--- config.mk ---
export PLATFORM = sky130hd
export DESIGN_NAME = video_timing_gen
export DESIGN_NICKNAME = d
export VERILOG_FILES = /design/src/rtl/video_timing_gen.sv
export SDC_FILE = /design/constraint.sdc
export NUM_CORES = 1
export LEC_CHECK = 0
export ABC_AREA = 1
export BUFFER_PORTS_ARGS = -buffer_cell sky130_fd_sc_hd__clkbuf_2
export CAP_MARGIN = 10
export CORE_UTILIZATION = 40
export DETAILED_ROUTE_END_ITERATION = 10
export PLACE_DENSITY = 0.6
export SYNTH_ARGS = -nofsm -noshare
export SYNTH_HDL_FRONTEND = slang
export SYNTH_SLANG_ARGS = --single-unit
--- constraint.sdc ---
create_clock -name clk -period 7.85 [get_ports clk]
set_input_delay 1.9625 -clock clk [delete_from_list [all_inputs] [get_ports clk]]
set_output_delay 1.9625 -clock clk [all_outputs]
set_load 0.03 [all_outputs]
--- src/rtl/video_timing_gen.sv ---
// video_timing_gen: programmable vs/hs/de timing and test-pattern source.
// Define VTG_CRC_EN to add a per-frame CRC-16-CCITT of the active pixels on o_crc.
module video_timing_gen #(
    parameter int H_WIDTH    = 12,
    parameter int V_WIDTH    = 12,
    parameter int DATA_WIDTH = 8,
    parameter int NUM_CH     = 3
) (
    input  logic                         clk,
    input  logic                         rst,
    input  logic                         i_start,
    input  logic                         i_stop,
    input  logic                         i_continuous,
    input  logic [H_WIDTH-1:0]           i_hsy,
    input  logic [H_WIDTH-1:0]           i_hbp,
    input  logic [H_WIDTH-1:0]           i_hact,
    input  logic [H_WIDTH-1:0]           i_hfp,
    input  logic [V_WIDTH-1:0]           i_vsy,
    input  logic [V_WIDTH-1:0]           i_vbp,
    input  logic [V_WIDTH-1:0]           i_vact,
    input  logic [V_WIDTH-1:0]           i_vfp,
    input  logic [1:0]                   i_pattern,
    input  logic [NUM_CH*DATA_WIDTH-1:0] i_solid,
    output logic                         o_vs,
    output logic                         o_hs,
    output logic                         o_de,
    output logic [NUM_CH*DATA_WIDTH-1:0] o_data,
    output logic                         o_busy,
    output logic                         o_frame_done,
    output logic [15:0]                  o_crc
);
    localparam int HC = H_WIDTH + 2;
    localparam int VC = V_WIDTH + 2;
    localparam int PW = NUM_CH * DATA_WIDTH;

    typedef enum logic {IDLE, RUN} state_t;

    state_t                state_q, state_d;
    logic [H_WIDTH-1:0]    hsy_q, hbp_q, hact_q, hfp_q;
    logic [V_WIDTH-1:0]    vsy_q, vbp_q, vact_q, vfp_q;
    logic [1:0]            pat_q;
    logic [PW-1:0]         solid_q;
    logic [HC-1:0]         h_q, h_d, h_a0, h_a1, h_tot;
    logic [VC-1:0]         v_q, v_d, v_a0, v_a1, v_tot;
    logic                  vs_q, hs_q, de_q, busy_q, done_q;
    logic [PW-1:0]         data_q, pix;
    logic [DATA_WIDTH-1:0] x, y;
    logic                  run, h_last, f_end, start, again, latch, de_d;

    assign h_a0  = HC'(hsy_q) + HC'(hbp_q);
    assign h_a1  = h_a0 + HC'(hact_q);
    assign h_tot = h_a1 + HC'(hfp_q);
    assign v_a0  = VC'(vsy_q) + VC'(vbp_q);
    assign v_a1  = v_a0 + VC'(vact_q);
    assign v_tot = v_a1 + VC'(vfp_q);

    assign run    = state_q == RUN;
    assign h_last = h_q == h_tot - HC'(1);
    assign f_end  = run && h_last && v_q == v_tot - VC'(1);
    // outputs lag the counters by one cycle, so done_q marks the visible frame-end cycle
    assign start  = !run && i_start && !done_q;
    assign again  = f_end && i_continuous && !i_stop;
    assign latch  = start || again;

    assign state_d = latch ? RUN : f_end ? IDLE : state_q;
    assign h_d     = (!run || h_last) ? '0 : h_q + HC'(1);
    assign v_d     = (!run || f_end) ? '0 : h_last ? v_q + VC'(1) : v_q;

    assign de_d = run && h_q >= h_a0 && h_q < h_a1 && v_q >= v_a0 && v_q < v_a1;
    assign x    = DATA_WIDTH'(h_q - h_a0);
    assign y    = DATA_WIDTH'(v_q - v_a0);
    assign pix  = pat_q == 2'd0 ? solid_q :
                  pat_q == 2'd1 ? {NUM_CH{x}} :
                  pat_q == 2'd2 ? {NUM_CH{y}} : {PW{x[3] ^ y[3]}};

    always_ff @(posedge clk or posedge rst) begin
        if (rst) begin
            state_q <= IDLE;
            h_q     <= '0;
            v_q     <= '0;
            hsy_q   <= '0;
            hbp_q   <= '0;
            hact_q  <= '0;
            hfp_q   <= '0;
            vsy_q   <= '0;
            vbp_q   <= '0;
            vact_q  <= '0;
            vfp_q   <= '0;
            pat_q   <= '0;
            solid_q <= '0;
            vs_q    <= 1'b0;
            hs_q    <= 1'b0;
            de_q    <= 1'b0;
            busy_q  <= 1'b0;
            done_q  <= 1'b0;
            data_q  <= '0;
        end else begin
            state_q <= state_d;
            h_q     <= h_d;
            v_q     <= v_d;
            if (latch) begin
                hsy_q   <= i_hsy;
                hbp_q   <= i_hbp;
                hact_q  <= i_hact;
                hfp_q   <= i_hfp;
                vsy_q   <= i_vsy;
                vbp_q   <= i_vbp;
                vact_q  <= i_vact;
                vfp_q   <= i_vfp;
                pat_q   <= i_pattern;
                solid_q <= i_solid;
            end
            busy_q <= run;
            vs_q   <= run && v_q < VC'(vsy_q);
            hs_q   <= run && h_q < HC'(hsy_q);
            de_q   <= de_d;
            data_q <= de_d ? pix : '0;
            done_q <= f_end;
        end
    end

    assign o_vs         = vs_q;
    assign o_hs         = hs_q;
    assign o_de         = de_q;
    assign o_data       = data_q;
    assign o_busy       = busy_q;
    assign o_frame_done = done_q;

`ifdef VTG_CRC_EN
    logic [15:0] acc_q, acc_nx, crc_q;

    function automatic logic [15:0] crc_step(input logic [15:0] c, input logic [PW-1:0] d);
        logic [15:0] r;
        r = c;
        for (int i = PW - 1; i >= 0; i--)
            r = {r[14:0], 1'b0} ^ ((r[15] ^ d[i]) ? 16'h1021 : 16'h0000);
        return r;
    endfunction

    assign acc_nx = de_q ? crc_step(acc_q, data_q) : acc_q;

    always_ff @(posedge clk or posedge rst) begin
        if (rst) begin
            acc_q <= 16'hFFFF;
            crc_q <= '0;
        end else begin
            acc_q <= done_q ? 16'hFFFF : acc_nx;
            if (done_q) crc_q <= acc_nx;
        end
    end

    assign o_crc = crc_q;
`else
    assign o_crc = '0;
`endif
endmodule

### Word-level counts from Yosys, hierarchy flattened

Cells that the tools add are included.

* magnitude comparators: 6
* reduce and logical (&&, ||, !) cells: 21
* bitwise gates (word level): 1
* mux-type cells: 9
* add/subtract/negate cells: 12
* equal/unequal tests: 4

Operators with widths (count)
* 24-bit 2-to-1 mux: 4
* 14-bit 2-to-1 mux: 3
* 13-bit by 12-bit adder with 14-bit output: 2
* 14-bit by 1-bit adder with 14-bit output (second input constant): 2
* 14-bit by 12-bit adder with 14-bit output: 2
* 14-bit == test: 2
* 14-bit by 13-bit greater-or-equal comparator with 1-bit output: 2
* 14-bit by 12-bit less-than comparator with 1-bit output: 2
* 14-bit less-than comparator: 2
* 14-bit by 1-bit subtractor with 14-bit output (second input constant): 2
* 12-bit by 12-bit adder with 13-bit output: 2
* 8-bit subtractor: 2
* 1-bit logical AND: 12
* 2-bit nonzero test: 2
* 1-bit zero test: 3
* 1-bit logical OR: 3
* 2-bit by 1-bit == test with 1-bit output (second input constant): 1
* 2-bit == test (second input constant): 1
* 2-bit zero test: 1
* 1-bit 2-to-1 mux: 2
* 1-bit XOR: 1

* word-level logic and storage cells: 72
* flip-flop bits (word level): 180
* bits of input ports: 127
* output and inout bits: 45

### Longest topological paths before layout

* depth in word-level cells: 11
* gate-level depth with buffers: 39
* depth with buffers taken out: 37

### Worst setup path before layout

No wires, ideal clock.

* path kind: reg2reg
* start: reg hsy_q[0]
* end: reg solid_q[10]
* period minus slack after synthesis: 5.001 ns
* buffers on the path: 2
* required time: 7.733 ns
* slack: 2.849 ns
* library setup time: 0.117 ns
* arrival time: 4.885 ns
* cell stages (with the launch flop): 38
* cells stage by stage: dfrtp_1 -> ha_1 -> inv_1 -> fa_1 -> inv_1 -> nand3_1 -> nand2_1 -> a31oi_1 -> xnor2_1 -> ha_1 -> nand2_1 -> inv_1 -> nand2_1 -> nand2_1 -> a21oi_1 -> nor2_1 -> nor2_1 -> inv_1 -> (+2 left out) -> inv_1 -> or2_2 -> nand2_1 -> ha_1 -> nand2_1 -> inv_1 -> a21oi_1 -> nand4_1 -> nand3_1 -> nand2_1 -> nor2_1 -> nand4_1 -> nor2_4 -> nand4_2 -> buf_2 -> buf_2 -> nand3_1 -> nand2_1

* longest elaborated chain between the ends: 10

Ends and longest elaborated chain
* from (decl): line 39 `logic [H_WIDTH-1:0] hsy_q, hbp_q, hact_q, hfp_q;`
* from (signal assigned): line 102 `hsy_q <= i_hsy;`
* 12-bit by 12-bit adder with 13-bit output: line 50 `assign h_a0 = HC'(hsy_q) + HC'(hbp_q);`
* 13-bit by 12-bit adder with 14-bit output: line 51 `assign h_a1 = h_a0 + HC'(hact_q);`
* 14-bit by 12-bit adder with 14-bit output: line 52 `assign h_tot = h_a1 + HC'(hfp_q);`
* 14-bit by 1-bit subtractor with 14-bit output: line 58 `assign h_last = h_q == h_tot - HC'(1);`
* 14-bit == test: line 58
* 1-bit logical AND (2 in series): line 59 `assign f_end = run && h_last && v_q == v_tot - VC'(1);`
* 1-bit logical AND (2 in series): line 62 `assign again = f_end && i_continuous && !i_stop;`
* 1-bit logical OR: line 63 `assign latch = start || again;`
* to (signal assigned): line 111 `solid_q <= i_solid;`
* to (decl): line 42 `logic [PW-1:0] solid_q;`

Every way passes these cells.
A chain may end at the register's enable or synchronous reset.

### Worst setup path in the final report

* start: reg vsy_q[0]
* end: reg vsy_q[2]

* longest elaborated chain between the ends: 9

Ends and longest elaborated chain
* from (decl): line 40 `logic [V_WIDTH-1:0] vsy_q, vbp_q, vact_q, vfp_q;`
* from (signal assigned): line 106 `vsy_q <= i_vsy;`
* 12-bit by 12-bit adder with 13-bit output: line 53 `assign v_a0 = VC'(vsy_q) + VC'(vbp_q);`
* 13-bit by 12-bit adder with 14-bit output: line 54 `assign v_a1 = v_a0 + VC'(vact_q);`
* 14-bit by 12-bit adder with 14-bit output: line 55 `assign v_tot = v_a1 + VC'(vfp_q);`
* 14-bit by 1-bit subtractor with 14-bit output: line 59
* 14-bit == test: line 59
* 1-bit logical AND: line 59
* 1-bit logical AND (2 in series): line 62
* 1-bit logical OR: line 63

Every way passes these cells.

==> results.toml <==
[run_status]
status = "completed"

[route]
drtAntennaViolNets = 0
vias_per_cell = 5.042
drc = 0
first_pass_iters = 5
totalWireLength_mm = 39.95
routed-via-count = 12932
post_drt_wl_per_cell_um = 15.57
first_iter_violations = 893

[synthesis]
synth-compound-area-share = 0.07847
synthAdderAreaFrac = 0.1598
synth_edf_count = 0
yosys.cell_types.count = 50
synth_top_family_by_area = "simple AND/OR/NAND/NOR gates"
yosys_most_used_dff = "dfrtp_1"
synthMuxAreaShare = 0
ys_async_sr_fraction = 1.000
synth_warnings = 0
synth-xor-area-share = 0.04701
syn_avg_cell_area_um2 = 7.209
ys_seq_area_frac = 0.3181
netlist_area_um2 = 14160
synth-simple-area-share = 0.2938
ys_seq_elements = 180
synth_cells = 1964

[timing]
tightest_slew_ns = 0.9897
finClkSkew_ns = 0.01691
fmax_mhz = 153.5
fin_crit_sh = 0.8302
rsz0062_at_grt = "no"
whs_ns = 0.4919
setup_viol = 0
slew_headroom = 0.3386
finalSetupTns_ns = 0
hold_violations = 0
fin_crit_ns = 6.517
maxSlewViolCount = 0

[clock_network]
cts-root-buf = "clkbuf_16"
cts_made_buffers = 17
cts_buffer_depth = 2
htreeDepth = 4
post_cts_buffers = 0
ctsResizeCount = 0
clock-sinks = 180
clk_latency_ns = 0.45
cts_hold_buffers = 0
cts.clk_slew.worst_paths_ns = 0.07
cts_tree = "built"

[power_and_ir_drop]
p_per_area_nw_per_um2 = 117.1
ir_drop_v = 0.0001341
intPower_mw = 1.407
power_switching_mw = 0.4468
swShare = 0.2409
clkPwrFrac = 0.467
leakage_nw = 9.085
p_seq_frac = 0.500
combPwrFrac = 0.033

[worst_setup_path]
slowest_delay_ns = 0.59
crit_fanout = 74
r2r_slack_ns = 1.33
critPathRequiredTime_ns = 8.23
r2r_cells = 30
critPathLaunchType = "flip-flop"
rr_endpoint = "vsy_q[2]"
crit_slowest_cell = "buf_4"
cp_data_arrival_time_ns = 6.90
crit_start = "vsy_q[0]"
r2r_start = "vsy_q[0]"
crit_path_end_kind = "flip-flop"
path_class = "reg -> reg"
path_buf_inv = 4
cp_top_family = "adder cells"

[grt]
grt_pass1_vias = 12313
grt_pass1_wl_mm = 63.96
grt.overflow.total = 0
grt_start_max_net_pins = 122
antenna_found_initial = 0
globalRouteTotalUtil = 0.2260

[finish]
layout-drive-gt1-share = 0.1024
nFillCells = 3576
finalNetCount = 2400
syn_to_final_growth_pct = 11.84
final_area_um2 = 15840
layoutNonFillerInstCount = 2565
n_antenna_cell = 0
utilization = 0.4562

[placed_design]
gp_congestion = 0.9171
dpl_cell_area_um2 = 15260
dp.cells = 2533
dp_hpwl_mm = 30.79
io_buffers = 155

[hold_path]
hold_depth = 1
min_to = "h_q[0]"
hp-class = "reg -> reg"
holdCritStartpoint = "h_q[0]"

[run]
maxCapViolCount = 0

[die]
initial_core_util = 0.4079
dieArea_um2 = 36150
die_h_um = 190.1
io_pins = 172
die_width_um = 190.1
fp-row-count = 68
coreArea_um2 = 34710
-- worst register-to-register path: cells and delay by family, from the launching register on --
family / cells / cell delay (ns)
adder cells (fa/ha/maj): 5 / 1.60
buffers and inverters: 4 / 1.38
AO/OA/AOI/OAI: 4 / 0.89
flip-flops: 1 / 0.40
XOR/XNOR: 3 / 0.62
AND/OR/NAND/NOR: 14 / 1.59
-- layout by cell type, fill, tap and decap left out, types with 8 or more instances in the layout --
cell,instances
fa_1,8
nand2_1,583
o21ai_0,60
o21bai_1,8
nor2_1,119
clkbuf_16,17
nor3_1,17
xnor2_1,28
conb_1,16
xor2_1,48
ha_1,168
nand4_1,34
buf_4,9
inv_1,276
dfrtp_1,180
or2_2,11
clkbuf_2,155
a21oi_1,98
nand3_1,200
-- routing by layer --
metal | vias to the layer above | track usage | share of wire
met4 | 0 | 0.07262 | 0.021
li1 | 6579 | - | -
met5 | - | 0 | 0
met3 | 45 | 0.04888 | 0.063
met2 | 362 | 0.3384 | 0.43
met1 | 5946 | 0.3217 | 0.48
-- final cells by class --
cell class                      count  area, um2  share of cell area
Clock buffer                       20      446.7             0.02821
Clock inverter                     12      132.6            0.008375
Inverter                          282       1066             0.06732
Multi-Input combinational cell   1452       8273              0.5224
Sequential cell                   180       4504              0.2844
Tap cell                          455      569.3             0.03595
Timing Repair Buffer              164      843.3             0.05326
-- power groups by stage --
stage / registers [mW] / clock network [mW] / logic [mW]
after floorplan: 0.945 / 0 / 0.0298
after global placement: 0.945 / 0 / 0.0643
after detailed placement: 0.945 / 0 / 0.0640
after CTS: 0.927 / 0.885 / 0.0642
after global routing: 0.926 / 0.915 / 0.0702
final: 0.927 / 0.866 / 0.0621
-- sequential cells by signal, summed over array words and instances, names as in the netlist, 2 cells and up --
name,cells
o_data,24
solid_q,24
h_q,14
v_q,14
hact_q,12
hbp_q,12
hfp_q,12
hsy_q,12
vact_q,12
vbp_q,12
vfp_q,12
vsy_q,12
pat_q,2
-- stage by stage --
stage / total power, mW / worst slack, ns
after global routing: 1.912 / 0.7504
after CTS: 1.876 / 1.364
after floorplan: 0.9748 / 1.001
final: 1.854 / 1.333
after global placement: 1.009 / 1.474
after detailed placement: 1.009 / 1.392
-- cell usage after synthesis, types with 17 or more instances --
library cell | instances | area, um2
nand2_1 | 583 | 2188
inv_1 | 277 | 1040
nand3_1 | 200 | 1001
dfrtp_1 | 180 | 4504
ha_1 | 168 | 2102
nor2_1 | 119 | 446.7
a21oi_1 | 98 | 490.5
o21ai_0 | 60 | 300.3
xor2_1 | 48 | 420.4
nand4_1 | 34 | 212.7
xnor2_1 | 28 | 245.2
buf_2 | 17 | 85.08
nor3_1 | 17 | 85.08
-- worst max path at each step --
stage	slack, ns	cells past startpoint	endpoint
floorplan	1.00	1	h_q[0]
detailed placement	1.39	37	solid_q[7]
finish	1.33	30	vsy_q[2]
CTS	1.36	37	solid_q[7]
global route	0.75	35	solid_q[23]
global placement	1.47	30	solid_q[21]
-- cells by family after synthesis --
kind of cell	after synthesis
XOR/XNOR	76
flip-flops	180
other	1
buffers and inverters	347
AND/OR/NAND/NOR	985
AO/OA/AOI/OAI	199
adder cells (fa/ha/maj)	176
No activity file was read; power rests on OpenSTA's default activity.
